[src/rtl/lzrw1_pkg.sv]
// Shared LZRW1 definitions: item-kind encodings and the stream unpacker state set.
// Used by lzrw1_item_unpacker and decompressor_top.
package lzrw1_pkg;

    localparam int   CW_BITS_PER_BYTE = 8;
    localparam logic ITEM_COPY        = 1'b1;
    localparam logic ITEM_LITERAL     = 1'b0;

    typedef enum logic [2:0] {
        S_CW,
        S_ITEM_HI,
        S_ITEM_LO,
        S_EMIT,
        S_END
    } unpack_state_t;

endpackage

[src/rtl/lzrw1_flag_shifter.sv]
// Control-word flag register: control bytes load MSB-first, the current flag is the MSB,
// and each accepted item shifts the next flag into place.
module lzrw1_flag_shifter
    import lzrw1_pkg::*;
#(
    parameter int CW_BYTES = 2
) (
    input  logic       clock,
    input  logic       reset,
    input  logic       load,
    input  logic [7:0] load_byte,
    input  logic       shift,
    output logic       flag,
    output logic       exhausted
);

    localparam int FLAG_BITS = CW_BITS_PER_BYTE * CW_BYTES;
    localparam int IDX_W     = (FLAG_BITS > 1) ? $clog2(FLAG_BITS) : 1;

    logic [FLAG_BITS-1:0] flags_q, flags_d;
    logic [IDX_W-1:0]     idx_q, idx_d;

    // NOTE: every variable assigned in always_comb gets a default first, so no path can infer a latch.
    always_comb begin
        flags_d = flags_q;
        idx_d   = idx_q;
        if (load) begin
            flags_d = (flags_q << CW_BITS_PER_BYTE) | FLAG_BITS'(load_byte);
            idx_d   = '0;
        end else if (shift) begin
            flags_d = flags_q << 1;
            idx_d   = idx_q + 1'b1;
        end
    end

    // NOTE: sequential state uses non-blocking assignments so every flop samples pre-edge values.
    always_ff @(posedge clock or negedge reset) begin
        if (!reset) begin
            flags_q <= '0;
            idx_q   <= '0;
        end else begin
            flags_q <= flags_d;
            idx_q   <= idx_d;
        end
    end

    assign flag      = flags_q[FLAG_BITS-1];
    assign exhausted = (idx_q == IDX_W'(FLAG_BITS - 1));

endmodule

[src/rtl/lzrw1_item_unpacker.sv]
// Splits a raw LZRW1 byte stream into flagged 16-bit items and holds each one
// until the downstream decompressor is not busy.
module lzrw1_item_unpacker
    import lzrw1_pkg::*;
#(
    parameter int CW_BYTES    = 2,
    parameter int COUNT_WIDTH = 12
) (
    input  logic                   clock,
    input  logic                   reset,
    input  logic [7:0]             in_byte,
    input  logic                   in_valid,
    input  logic                   in_last,
    output logic                   in_ready,
    output logic [15:0]            data_out,
    output logic                   control_word_out,
    output logic                   out_valid,
    input  logic                   decompressor_busy,
    output logic                   stream_done,
    output logic                   format_error,
    output logic [COUNT_WIDTH-1:0] item_count
);

    localparam int CW_CNT_W = (CW_BYTES > 1) ? $clog2(CW_BYTES) : 1;

    unpack_state_t          state_q, state_d;
    logic [CW_CNT_W-1:0]    cw_cnt_q, cw_cnt_d;
    logic                   new_stream_q, new_stream_d;
    logic [7:0]             hi_byte_q, hi_byte_d;
    logic                   last_item_q, last_item_d;
    logic [15:0]            data_q, data_d;
    logic                   cw_q, cw_d;
    logic                   out_valid_q, out_valid_d;
    logic                   stream_done_q, stream_done_d;
    logic                   format_error_q, format_error_d;
    logic [COUNT_WIDTH-1:0] count_q, count_d;

    logic load_flags, shift_flags, cur_flag, flags_exhausted;

    lzrw1_flag_shifter #(
        .CW_BYTES (CW_BYTES)
    ) u_flags (
        .clock     (clock),
        .reset     (reset),
        .load      (load_flags),
        .load_byte (in_byte),
        .shift     (shift_flags),
        .flag      (cur_flag),
        .exhausted (flags_exhausted)
    );

    always_comb begin
        state_d        = state_q;
        cw_cnt_d       = cw_cnt_q;
        new_stream_d   = new_stream_q;
        hi_byte_d      = hi_byte_q;
        last_item_d    = last_item_q;
        data_d         = data_q;
        cw_d           = cw_q;
        count_d        = count_q;
        format_error_d = 1'b0;
        load_flags     = 1'b0;
        shift_flags    = 1'b0;

        unique case (state_q)
            S_CW: if (in_valid) begin
                load_flags = 1'b1;
                if (new_stream_q) begin
                    count_d      = '0;
                    new_stream_d = 1'b0;
                end
                if (in_last) begin
                    state_d  = S_END;
                    cw_cnt_d = '0;
                end else if (cw_cnt_q == CW_CNT_W'(CW_BYTES - 1)) begin
                    state_d  = S_ITEM_HI;
                    cw_cnt_d = '0;
                end else begin
                    cw_cnt_d = cw_cnt_q + 1'b1;
                end
            end
            S_ITEM_HI: if (in_valid) begin
                hi_byte_d = in_byte;
                if (cur_flag == ITEM_COPY) begin
                    // A stream ending halfway through a copy item is dropped and flagged.
                    if (in_last) begin
                        state_d        = S_END;
                        format_error_d = 1'b1;
                    end else begin
                        state_d = S_ITEM_LO;
                    end
                end else begin
                    data_d      = {8'h00, in_byte};
                    cw_d        = ITEM_LITERAL;
                    last_item_d = in_last;
                    state_d     = S_EMIT;
                end
            end
            S_ITEM_LO: if (in_valid) begin
                data_d      = {hi_byte_q, in_byte};
                cw_d        = ITEM_COPY;
                last_item_d = in_last;
                state_d     = S_EMIT;
            end
            S_EMIT: if (!decompressor_busy) begin
                shift_flags = 1'b1;
                if (count_q != '1) count_d = count_q + 1'b1;
                if (last_item_q)          state_d = S_END;
                else if (flags_exhausted) state_d = S_CW;
                else                      state_d = S_ITEM_HI;
            end
            S_END: begin
                new_stream_d = 1'b1;
                state_d      = S_CW;
            end
            default: state_d = S_CW;
        endcase

        out_valid_d   = (state_d == S_EMIT);
        stream_done_d = (state_d == S_END);
    end

    always_ff @(posedge clock or negedge reset) begin
        if (!reset) begin
            state_q        <= S_CW;
            cw_cnt_q       <= '0;
            new_stream_q   <= 1'b1;
            hi_byte_q      <= '0;
            last_item_q    <= 1'b0;
            data_q         <= '0;
            cw_q           <= 1'b0;
            out_valid_q    <= 1'b0;
            stream_done_q  <= 1'b0;
            format_error_q <= 1'b0;
            count_q        <= '0;
        end else begin
            state_q        <= state_d;
            cw_cnt_q       <= cw_cnt_d;
            new_stream_q   <= new_stream_d;
            hi_byte_q      <= hi_byte_d;
            last_item_q    <= last_item_d;
            data_q         <= data_d;
            cw_q           <= cw_d;
            out_valid_q    <= out_valid_d;
            stream_done_q  <= stream_done_d;
            format_error_q <= format_error_d;
            count_q        <= count_d;
        end
    end

    // Gated by reset so the port is low during reset yet high the instant reset releases.
    assign in_ready = reset && (state_q inside {S_CW, S_ITEM_HI, S_ITEM_LO});

    assign data_out         = data_q;
    assign control_word_out = cw_q;
    assign out_valid        = out_valid_q;
    assign stream_done      = stream_done_q;
    assign format_error     = format_error_q;
    assign item_count       = count_q;

endmodule

[config.mk]
export PLATFORM = sky130hd
export DESIGN_NAME = lzrw1_item_unpacker
export DESIGN_NICKNAME = d
export VERILOG_FILES = /design/src/rtl/lzrw1_pkg.sv /design/src/rtl/lzrw1_flag_shifter.sv /design/src/rtl/lzrw1_item_unpacker.sv
export SDC_FILE = /design/constraint.sdc
export NUM_CORES = 1
export LEC_CHECK = 0
export ABC_AREA = 1
export CORE_MARGIN = 2
export CORE_UTILIZATION = 54
export CTS_BUF_LIST = sky130_fd_sc_hd__clkbuf_4 sky130_fd_sc_hd__clkbuf_8 sky130_fd_sc_hd__clkbuf_16
export DETAILED_ROUTE_END_ITERATION = 6
export PLACE_DENSITY = 0.87
export SLEW_MARGIN = 20
export SYNTH_ARGS = -nofsm -noshare
export SYNTH_HDL_FRONTEND = slang
export SYNTH_SLANG_ARGS = --single-unit
[constraint.sdc]
create_clock -name clock -period 2.06 [get_ports clock]
set_input_delay 0.618 -clock clock [delete_from_list [all_inputs] [get_ports clock]]
set_output_delay 0.618 -clock clock [all_outputs]
set_load 0.05 [all_outputs]
Word-level counts from Yosys, hierarchy flattened
Index checks and enable logic that the tools add are counted.

Bitwise gates (word level): 1. Eq/ne operators: 15. Reduce and logical (&&, ||, !) cells: 12. Add/sub/neg operators: 3. Multiplexer cells: 44.

Operator list (count): 2-to-1 mux 16 bit (5); 2-to-1 mux 12 bit (4); case mux 16 bit (2 select lines) (1); 2-to-1 mux 3 bit (9); case mux 12 bit (2 select lines) (1); 2-to-1 mux 1 bit (18); OR 16 x 8 -> 16 bit (1); != test 2 bit (second input constant) (7); adder 12 x 1 -> 12 bit (second input constant) (1); != test 12 bit (second input constant) (1); case mux 3 bit (4 select lines) (1); equality test 3 x 2 -> 1 bit (second input constant) (3); 2-to-1 mux 4 bit (2); nonzero test 2 bit (4); equality test 3 bit (second input constant) (2); case mux 1 bit (2 select lines) (3); AND reduction 2 bit (3); AND reduction 5 bit (1); adder 4 x 1 -> 4 bit (second input constant) (1); equality test 4 bit (second input constant) (1); AND reduction 4 bit (1); equality test 3 x 1 -> 1 bit (second input constant) (1); logical NOT 3 bit (1); nonzero test 3 bit (1); 2 further kinds (2).

Output and inout bits: 33. Bits of input ports: 13. Word-level logic and storage cells: 88. Register bits after elaboration: 66.

Longest topological paths before layout
Gate-level depths: netlist (run 1).

Word-level depth: 6. Mapped depth: 11. Gate-level depth less buffers: 9.

Modules after synthesis
Synthesis (run 1) repeated with hierarchy kept, for this count alone.

Cells, all modules: 371. Area total of the unflattened synthesis: 3140.5 um^2.

By module, submodules not included: lzrw1_item_unpacker (instances 1, seq. area each 1152.4 um^2, cells each 273, area an instance 2202.1 um^2); lzrw1_flag_shifter (instances 1, seq. area each 500.5 um^2, cells each 98, area an instance 938.4 um^2).

Least setup slack after synthesis (run 1)
Ideal clock, no wire load.

Path type: register to register. Start point: reg count_q[0], in the netlist item_count[0]. End point: reg count_q[4], in the netlist item_count[4]. Required time: 1.994 ns. Arrival time: 1.874 ns. Buffers on the path: 1. Path slack: 0.120 ns. Library setup time: 0.066 ns. Stages on the path, launching flop included: 11. Cells stage by stage: dfrtp_1 > ha_1 > nand2_1 > nor2_2 > nand3_1 > nand2_1 > nand2_4 > nand2_2 > buf_4 > nand2_1 > nand2_1.

Longest elaborated chain between the ends: 4.

RTL lines: start, declared (RTL line lzrw1_item_unpacker.sv:36) `logic [COUNT_WIDTH-1:0] count_q, count_d;`; start signal, assigned (RTL line lzrw1_item_unpacker.sv:147) `count_q <= count_d;`; adder 12 x 1 -> 12 bit (RTL line lzrw1_item_unpacker.sv:107) `if (count_q != '1) count_d = count_q + 1'b1;`; 2-to-1 mux 12 bit (RTL line lzrw1_item_unpacker.sv:107); 2-to-1 mux 12 bit (RTL line lzrw1_item_unpacker.sv:105) `S_EMIT: if (!decompressor_busy) begin`; case mux 12 bit (2 select lines) (RTL line lzrw1_item_unpacker.sv:65) `unique case (state_q)`.

Parallel ways exist; a longest one is shown, timed or not. The select of a mux whose other input is x is not followed. A chain may end at the register's enable or synchronous reset.

Worst setup path after layout (run 1)
Start point: reg state_q[0]. End point: out in_ready.

Longest elaborated chain between the ends: 3.

RTL lines: start, declared (RTL line lzrw1_item_unpacker.sv:26) `unpack_state_t state_q, state_d;`; start signal, assigned (RTL line lzrw1_item_unpacker.sv:137) `state_q <= state_d;`; equality test 3 x 1 -> 1 bit (tied with other cells) (RTL line lzrw1_item_unpacker.sv:152) `assign in_ready = reset && (state_q inside {S_CW, S_ITEM_HI, S_ITEM_LO});`; nonzero test 3 bit (*) (RTL line lzrw1_item_unpacker.sv:152); logical AND 1 bit (*) (RTL line lzrw1_item_unpacker.sv:152); end, declared (RTL line lzrw1_item_unpacker.sv:14) `output logic in_ready,`.

Mark *: on every way between the ends. The rest lies on a longest branch, timed or not.

==> results of run 1 <==
synthesized netlist by cell type:
master	instances	area, um^2
sky130_fd_sc_hd__nand3b_1	2	15.01
sky130_fd_sc_hd__nand2_1	86	322.8
sky130_fd_sc_hd__o211ai_1	1	7.510
sky130_fd_sc_hd__and2_1	1	6.260
sky130_fd_sc_hd__nand3_1	29	145.1
sky130_fd_sc_hd__ha_1	2	25.02
sky130_fd_sc_hd__buf_6	2	22.52
sky130_fd_sc_hd__buf_4	5	37.54
sky130_fd_sc_hd__dfrtp_1	65	1627
sky130_fd_sc_hd__o21ai_0	26	130.1
sky130_fd_sc_hd__xnor2_1	1	8.760
sky130_fd_sc_hd__inv_2	3	11.26
sky130_fd_sc_hd__a21oi_2	1	8.760
sky130_fd_sc_hd__nand2_4	1	11.26
sky130_fd_sc_hd__nand3_2	2	20.02
sky130_fd_sc_hd__nor2_2	1	6.260
sky130_fd_sc_hd__nor3_4	1	16.27
sky130_fd_sc_hd__clkbuf_1	1	3.750
sky130_fd_sc_hd__o22ai_1	13	81.33
sky130_fd_sc_hd__dfstp_2	1	26.28
sky130_fd_sc_hd__nor3_1	1	5.000
sky130_fd_sc_hd__inv_1	36	135.1
sky130_fd_sc_hd__nor2_4	1	11.26
sky130_fd_sc_hd__a21oi_1	16	80.08
sky130_fd_sc_hd__nor2_1	62	232.7
sky130_fd_sc_hd__xor2_1	1	8.760
sky130_fd_sc_hd__o21ai_4	1	16.27
sky130_fd_sc_hd__nor3b_1	1	7.510
sky130_fd_sc_hd__buf_2	3	15.01
sky130_fd_sc_hd__nand2_2	3	18.77
sky130_fd_sc_hd__o21ai_1	2	10.01
layout by cell type, fill, tap and decap left out:
| cell | instances |
|---|---|
| sky130_fd_sc_hd__a21oi_1 | 16 |
| sky130_fd_sc_hd__a21oi_2 | 1 |
| sky130_fd_sc_hd__and2_1 | 1 |
| sky130_fd_sc_hd__buf_12 | 2 |
| sky130_fd_sc_hd__buf_2 | 1 |
| sky130_fd_sc_hd__buf_4 | 44 |
| sky130_fd_sc_hd__clkbuf_8 | 9 |
| sky130_fd_sc_hd__clkdlybuf4s50_1 | 11 |
| sky130_fd_sc_hd__clkinv_2 | 1 |
| sky130_fd_sc_hd__clkinv_4 | 3 |
| sky130_fd_sc_hd__clkinvlp_4 | 2 |
| sky130_fd_sc_hd__dfrtp_1 | 63 |
| sky130_fd_sc_hd__dfrtp_2 | 2 |
| sky130_fd_sc_hd__dfstp_2 | 1 |
| sky130_fd_sc_hd__ha_1 | 2 |
| sky130_fd_sc_hd__inv_1 | 36 |
| sky130_fd_sc_hd__inv_2 | 3 |
| sky130_fd_sc_hd__inv_6 | 1 |
| sky130_fd_sc_hd__nand2_1 | 86 |
| sky130_fd_sc_hd__nand2_2 | 3 |
| sky130_fd_sc_hd__nand2_4 | 1 |
| sky130_fd_sc_hd__nand3_1 | 29 |
| sky130_fd_sc_hd__nand3_2 | 2 |
| sky130_fd_sc_hd__nand3b_1 | 2 |
| sky130_fd_sc_hd__nor2_1 | 61 |
| sky130_fd_sc_hd__nor2_2 | 2 |
| sky130_fd_sc_hd__nor2_4 | 1 |
| sky130_fd_sc_hd__nor3_1 | 1 |
| sky130_fd_sc_hd__nor3_4 | 1 |
| sky130_fd_sc_hd__nor3b_1 | 1 |
| sky130_fd_sc_hd__o211ai_1 | 1 |
| sky130_fd_sc_hd__o21ai_0 | 25 |
| sky130_fd_sc_hd__o21ai_1 | 3 |
| sky130_fd_sc_hd__o21ai_4 | 1 |
| sky130_fd_sc_hd__o22ai_1 | 13 |
| sky130_fd_sc_hd__xnor2_1 | 1 |
| sky130_fd_sc_hd__xor2_1 | 1 |
logic make-up (layout without fill, tap and decap cells):
logic type,Yosys count,after routing,synth area share [%]
and+or+nand+nor,191,191,26.63
xor gates and xnor gates,2,2,0.5701
AOI/OAI and AO/OA,60,60,10.87
DFF,66,66,53.79
buffers and inverters,50,113,7.329
adders and majority gates,2,2,0.8142
stage by stage:
step                      power [W]  setup slack (ns)
after floorplan            0.003610            0.1197
after global placement     0.004243            0.1052
after detailed placement   0.004341           0.01995
after CTS                  0.005325           0.02082
after global routing       0.005652         0.0002593
final                      0.005308           0.07662
flip-flops by register name, indices dropped and copies added (netlist names):
name and flops:
format_error 1, out_valid 1, data_out 16, control_word_out 1
stream_done 1, u_flags.idx_q 4, item_count 12, state_q 3
last_item_q 1, cw_cnt_q 1, hi_byte_q 8, new_stream_q 1
u_flags.flags_q 16
path summary, 6_finish.rpt:
| check | startpoint | to | slack (ns) | cells past startpoint |
|---|---|---|---|---|
| setup / recovery | state_q[0] | in_ready | 0.08 | 4 |
| hold / removal | reset | u_flags.flags_q[4] | 0.51 | 2 |
| setup reg to reg | item_count[0] | item_count[2] | 0.36 | 9 |
| hold reg to reg | hi_byte_q[4] | hi_byte_q[4] | 0.51 | 2 |
| max in group asynchronous | reset | state_q[0] | 0.98 | 2 |
| min in group clock | hi_byte_q[4] | hi_byte_q[4] | 0.51 | 2 |
worst max-delay path: stages, from the launching register on:
cell	delay, ns
sky130_fd_sc_hd__dfrtp_2	0.48
sky130_fd_sc_hd__nor3_4	0.22
sky130_fd_sc_hd__o21ai_1	0.08
sky130_fd_sc_hd__inv_1	0.10
sky130_fd_sc_hd__buf_12	0.14
per-layer routing:
metal / wire length, um / vias to the layer above
li1: - / 1315
met1: 3053 / 1259
met2: 3142 / 74
met3: 368 / 9
met4: 81 / 0
met5: 0 / -
power breakdown:
| part | total (W) | switching [W] | internal (W) |
|---|---|---|---|
| clock network | 0.000966 | 0.000523 | 0.000443 |
| registers | 0.00209 | 0.000330 | 0.00176 |
| logic | 0.00225 | 0.00153 | 0.000726 |
cell type report:
class,instances,area [um^2],share of cell area [%]
clock buffers,9,123.9,3.300
clock inverters,7,55.05,1.467
inverters,39,146.4,3.900
multi-input cells,255,1197,31.90
flip-flops and latches,66,1655,44.10
well taps,72,90.09,2.400
repair buffers,58,485.5,12.93
repair_timing:
item / in CTS / in global routing
endpoints found under the setup margin: 1 / 1
pin swaps: 0 / 0
setup buffers: 0 / 0
resized for setup: 1 / 3
==> impl_metrics.toml, run 1 <==
[global_routing]
grt.total_usage_pct = 23.54
met3_usage_pct = 5.317
grtUsageMet2_pct = 36.72
grt_pass1_wl_um = 11590
grt_max_degree = 67
antenna_found_initial = 0
gr-usage-met1_pct = 32.00
gr-max-usage-layer = "met2"
grt-ovfl-total = 0
first_global_vias = 2524

[sta]
setup_total_negative_slack_ns = 0
worst_pin_slew_ns = 0.7872
fin_crit_ns = 1.983
max_freq_ghz = 0.5042
setup_viol = 0
fin_hold_ws_ns = 0.5086
period_share_pct = 96.28
final_hold_viol_count = 0
final_max_slew_viol_count = 0
timing.slew.headroom_pct = 47.52
fin_worst_skew_ns = 0.009489
grt_setup_unrepaired = "no"

[setup_path]
critical_path_peak_fanout = 7
arrival_ns = 1.37
critPathCaptureType = "primary output"
setup.worst_path.class = "register to primary output"
critPathLaunchType = "register"
timing.critical_path.required_ns = 1.44

[drt]
drt_iter0_drc = 207
antenna_left = 0
route.vias.total = 2657
via_per_inst = 5.251
first_pass_iters = 4
route.final.wire_length_um = 6646
wl_per_cell_um = 13.13
remaining_drc_errors = 0

[hold_path]
min-delay-path-class = "primary input to asynchronous set/reset pin"

[floorplanning]
die_h_um = 79.44
fp_rows = 27
die-area_mm2 = 0.006310
initial_utilization_pct = 55.81
chipWidth_um = 79.44
ios = 46
fp.coreArea_mm2 = 0.005507

[clocking]
cts-root-buf = "sky130_fd_sc_hd__clkbuf_8"
cts_made_buffers = 9
tritoncts = "built"
clock_tree.buffer_depth = 2
clock_insertion_delay_at_the_later_pin_of_the_skew_report_ns = 0.34
cts_hold_buffers_added = 0
numClockSinks = 66
worst_setup_hold_path_clk_slew_ns = 0.08
clock_tree.htree_level_count = 3

[layout]
layout.core_utilization_pct = 68.17
finish.instance_area_mm2 = 0.003754
finalNonFillerCells = 506
fin_nets = 444
final.fill_count = 425
diodes = 0
area_delta_synth_final_pct = 22.15
fraction_of_final_layout_cells_sized_beyond_drive_strength_1_pct = 18.66

[pwr]
cellLeakagePower_nw = 1.802
vdd_drop_max_mv = 0.7680
pwr_density_cell_mw_per_mm2 = 1414

[yosys]
postSynthNetCount = 386
ys_seq_elements = 66
ys_warn_count = 0
synthCells = 371
post_synthesis_mean_instance_area_um2 = 8.283
cell_area_synth_mm2 = 0.003073
synth.distinct_cells = 31
synth.yosys.seq_area_share_pct = 53.79

[placement]
place_hpwl_um = 4694
placed_area_mm2 = 0.003570
gp_congestion = 0.9069
port-buffer-count = 45
dpl.cell_count = 490

[job]
cap_violations = 0

[run_status]
status = "completed"
Note: power is estimated with default switching activity, not from simulation.
==> inputs of run 2 (changes only) <==
--- a/config.mk
+++ b/config.mk
@@ -8,7 +8,7 @@
 export ABC_AREA = 1
 export CORE_MARGIN = 2
 export CORE_UTILIZATION = 54
-export CTS_BUF_LIST = sky130_fd_sc_hd__clkbuf_4 sky130_fd_sc_hd__clkbuf_8 sky130_fd_sc_hd__clkbuf_16
+export CTS_BUF_LIST = sky130_fd_sc_hd__clkbuf_16
 export DETAILED_ROUTE_END_ITERATION = 6
 export PLACE_DENSITY = 0.87
 export SLEW_MARGIN = 20
==> impl_metrics.toml, run 2 (synthesized netlist as in run 1, its figures left out) <==
[placement]
place_worst_setup_slack_ns = 0.01995
placed_area_mm2 = 0.003570
dpl.cell_count = 490
port-buffer-count = 45
gp_congestion = 0.9069
place_hpwl_um = 4694

[pwr]
share_seq_of_total_power_pct = 36.1
vdd_drop_max_mv = 0.8149
netSwitchingPower_w = 0.002491
clock_power_share_pct = 24.2
power_frac_comb_pct = 39.7
power.switching_fraction_pct = 42.82
internal_dissipation_w = 0.003327
cellLeakagePower_nw = 1.859
pwr_density_cell_mw_per_mm2 = 1504

[layout]
area_delta_synth_final_pct = 25.94
finalNonFillerCells = 508
fraction_of_final_layout_cells_sized_beyond_drive_strength_1_pct = 19.04
layout.cells.most_common = "sky130_fd_sc_hd__nand2_1"
most-common-layout-cells = "86 x sky130_fd_sc_hd__nand2_1, 63 x sky130_fd_sc_hd__dfrtp_1, 61 x sky130_fd_sc_hd__nor2_1, 46 x sky130_fd_sc_hd__buf_4, 36 x sky130_fd_sc_hd__inv_1"
fin_nets = 446
finish.instance_area_mm2 = 0.003870
diodes = 0
layout.core_utilization_pct = 70.28

[clocking]
worst_setup_hold_path_clk_slew_ns = 0.06
clock_insertion_delay_at_the_later_pin_of_the_skew_report_ns = 0.33
numClockSinks = 66
cts_hold_buffers_added = 0
clock_tree.htree_level_count = 3
cts-root-buf = "sky130_fd_sc_hd__clkbuf_16"
cts_made_buffers = 9
tritoncts = "built"
clock_tree.buffer_depth = 2

[setup_path]
critical_path_peak_fanout = 5
worst-r2r-cell-count = 9
rr_endpoint = "item_count[2]"
critPathLaunchType = "register"
critPathCaptureType = "primary output"
timing.critical_path.required_ns = 1.44
r2r_start = "item_count[0]"
regToRegSetupSlack_ns = 0.37
setup.worst_path.end = "in_ready"
setup.worst_path.class = "register to primary output"
launching_instance_or_port_of_the_critical_path = "state_q[1]"
arrival_ns = 1.40

[sta]
setup_viol = 0
period_share_pct = 98.03
postLayoutSetupSlackWorst_ns = 0.04055
final_max_slew_viol_count = 0
fin_worst_skew_ns = 0.004129
max_freq_ghz = 0.4952
worst_pin_slew_ns = 0.7887
timing.slew.headroom_pct = 47.42
final_hold_viol_count = 0
setup_total_negative_slack_ns = 0
fin_crit_ns = 2.019

[floorplanning]
initial_utilization_pct = 55.81
ios = 46
die-area_mm2 = 0.006310
chipWidth_um = 79.44
die_h_um = 79.44
fp_rows = 27
fp.coreArea_mm2 = 0.005507

[global_routing]
antenna_found_initial = 0
grt_pass1_wl_um = 12340
grt_max_degree = 67
grt.total_usage_pct = 25.43
first_global_vias = 2626
grt-ovfl-total = 0

[hold_path]
min-delay-path-class = "register to register"

[drt]
via_per_inst = 5.382
route.final.wire_length_um = 7132
remaining_drc_errors = 0
antenna_left = 0
route.vias.total = 2734
wl_per_cell_um = 14.04
first_pass_iters = 5
drt_iter0_drc = 248

[run_status]
status = "completed"

[job]
cap_violations = 0
[run 2: power by group through the flow]
stage / Sequential [W] / Combinational [W] / Clock (W)
floorplan: 0.00263 / 0.000981 / 0
finish: 0.00210 / 0.00231 / 0.00141
CTS: 0.00209 / 0.00228 / 0.00142
detailed placement: 0.00210 / 0.00224 / 0
global placement: 0.00208 / 0.00217 / 0
global route: 0.00215 / 0.00250 / 0.00150
[run 2: worst min-delay path by stage]
stage                              startpoint                  end  depth (start not counted)
after floorplan                         reset     control_word_out                          0
after global placement           hi_byte_q[4]         hi_byte_q[4]                          2
after detailed placement         hi_byte_q[6]         hi_byte_q[6]                          2
after CTS                        hi_byte_q[6]         hi_byte_q[6]                          2
after global routing      u_flags.flags_q[13]  u_flags.flags_q[13]                          2
final                            hi_byte_q[6]         hi_byte_q[6]                          2
[run 2: critical path: stages, from the launching register on]
cell and delay [ns]:
sky130_fd_sc_hd__dfrtp_2 0.45, sky130_fd_sc_hd__inv_1 0.14, sky130_fd_sc_hd__nor3_4 0.05, sky130_fd_sc_hd__o21ai_0 0.17, sky130_fd_sc_hd__inv_1 0.10, sky130_fd_sc_hd__buf_12 0.15
[run 2: stage by stage]
step,power [W],hold slack (ns)
5_1_grt,0.006150,0.5387
2_1_floorplan,0.003610,0.3224
3_3_place_gp,0.004243,0.4694
4_1_cts,0.005797,0.4959
3_5_place_dp,0.004341,0.4811
6_report,0.005819,0.5033
[run 2: area by class of cell]
| class | count | area, um^2 |
|---|---|---|
| inverters | 39 | 146.4 |
| fillers | 398 | 1637 |
| clock buffers | 9 | 225.2 |
| multi-input cells | 255 | 1197 |
| clock inverters | 7 | 55.05 |
| flip-flops and latches | 66 | 1655 |
| well taps | 72 | 90.09 |
| repair buffers | 60 | 500.5 |
[run 2: metal layers]
metal / part of all wire [%] / GRT usage (%) / routed length [um]
met5: 0 / 0 / 0
met4: 2.0 / 12.24 / 144
met3: 4.7 / 4.412 / 333
met1: 44 / 33.89 / 3155
met2: 49 / 40.42 / 3498
[run 2: repair_timing]
item	in CTS	in global routing
buffers inserted	0	2
resized for setup	1	2
hold endpoints to repair	0	0
cloned	0	0
setup endpoints to repair	1	1
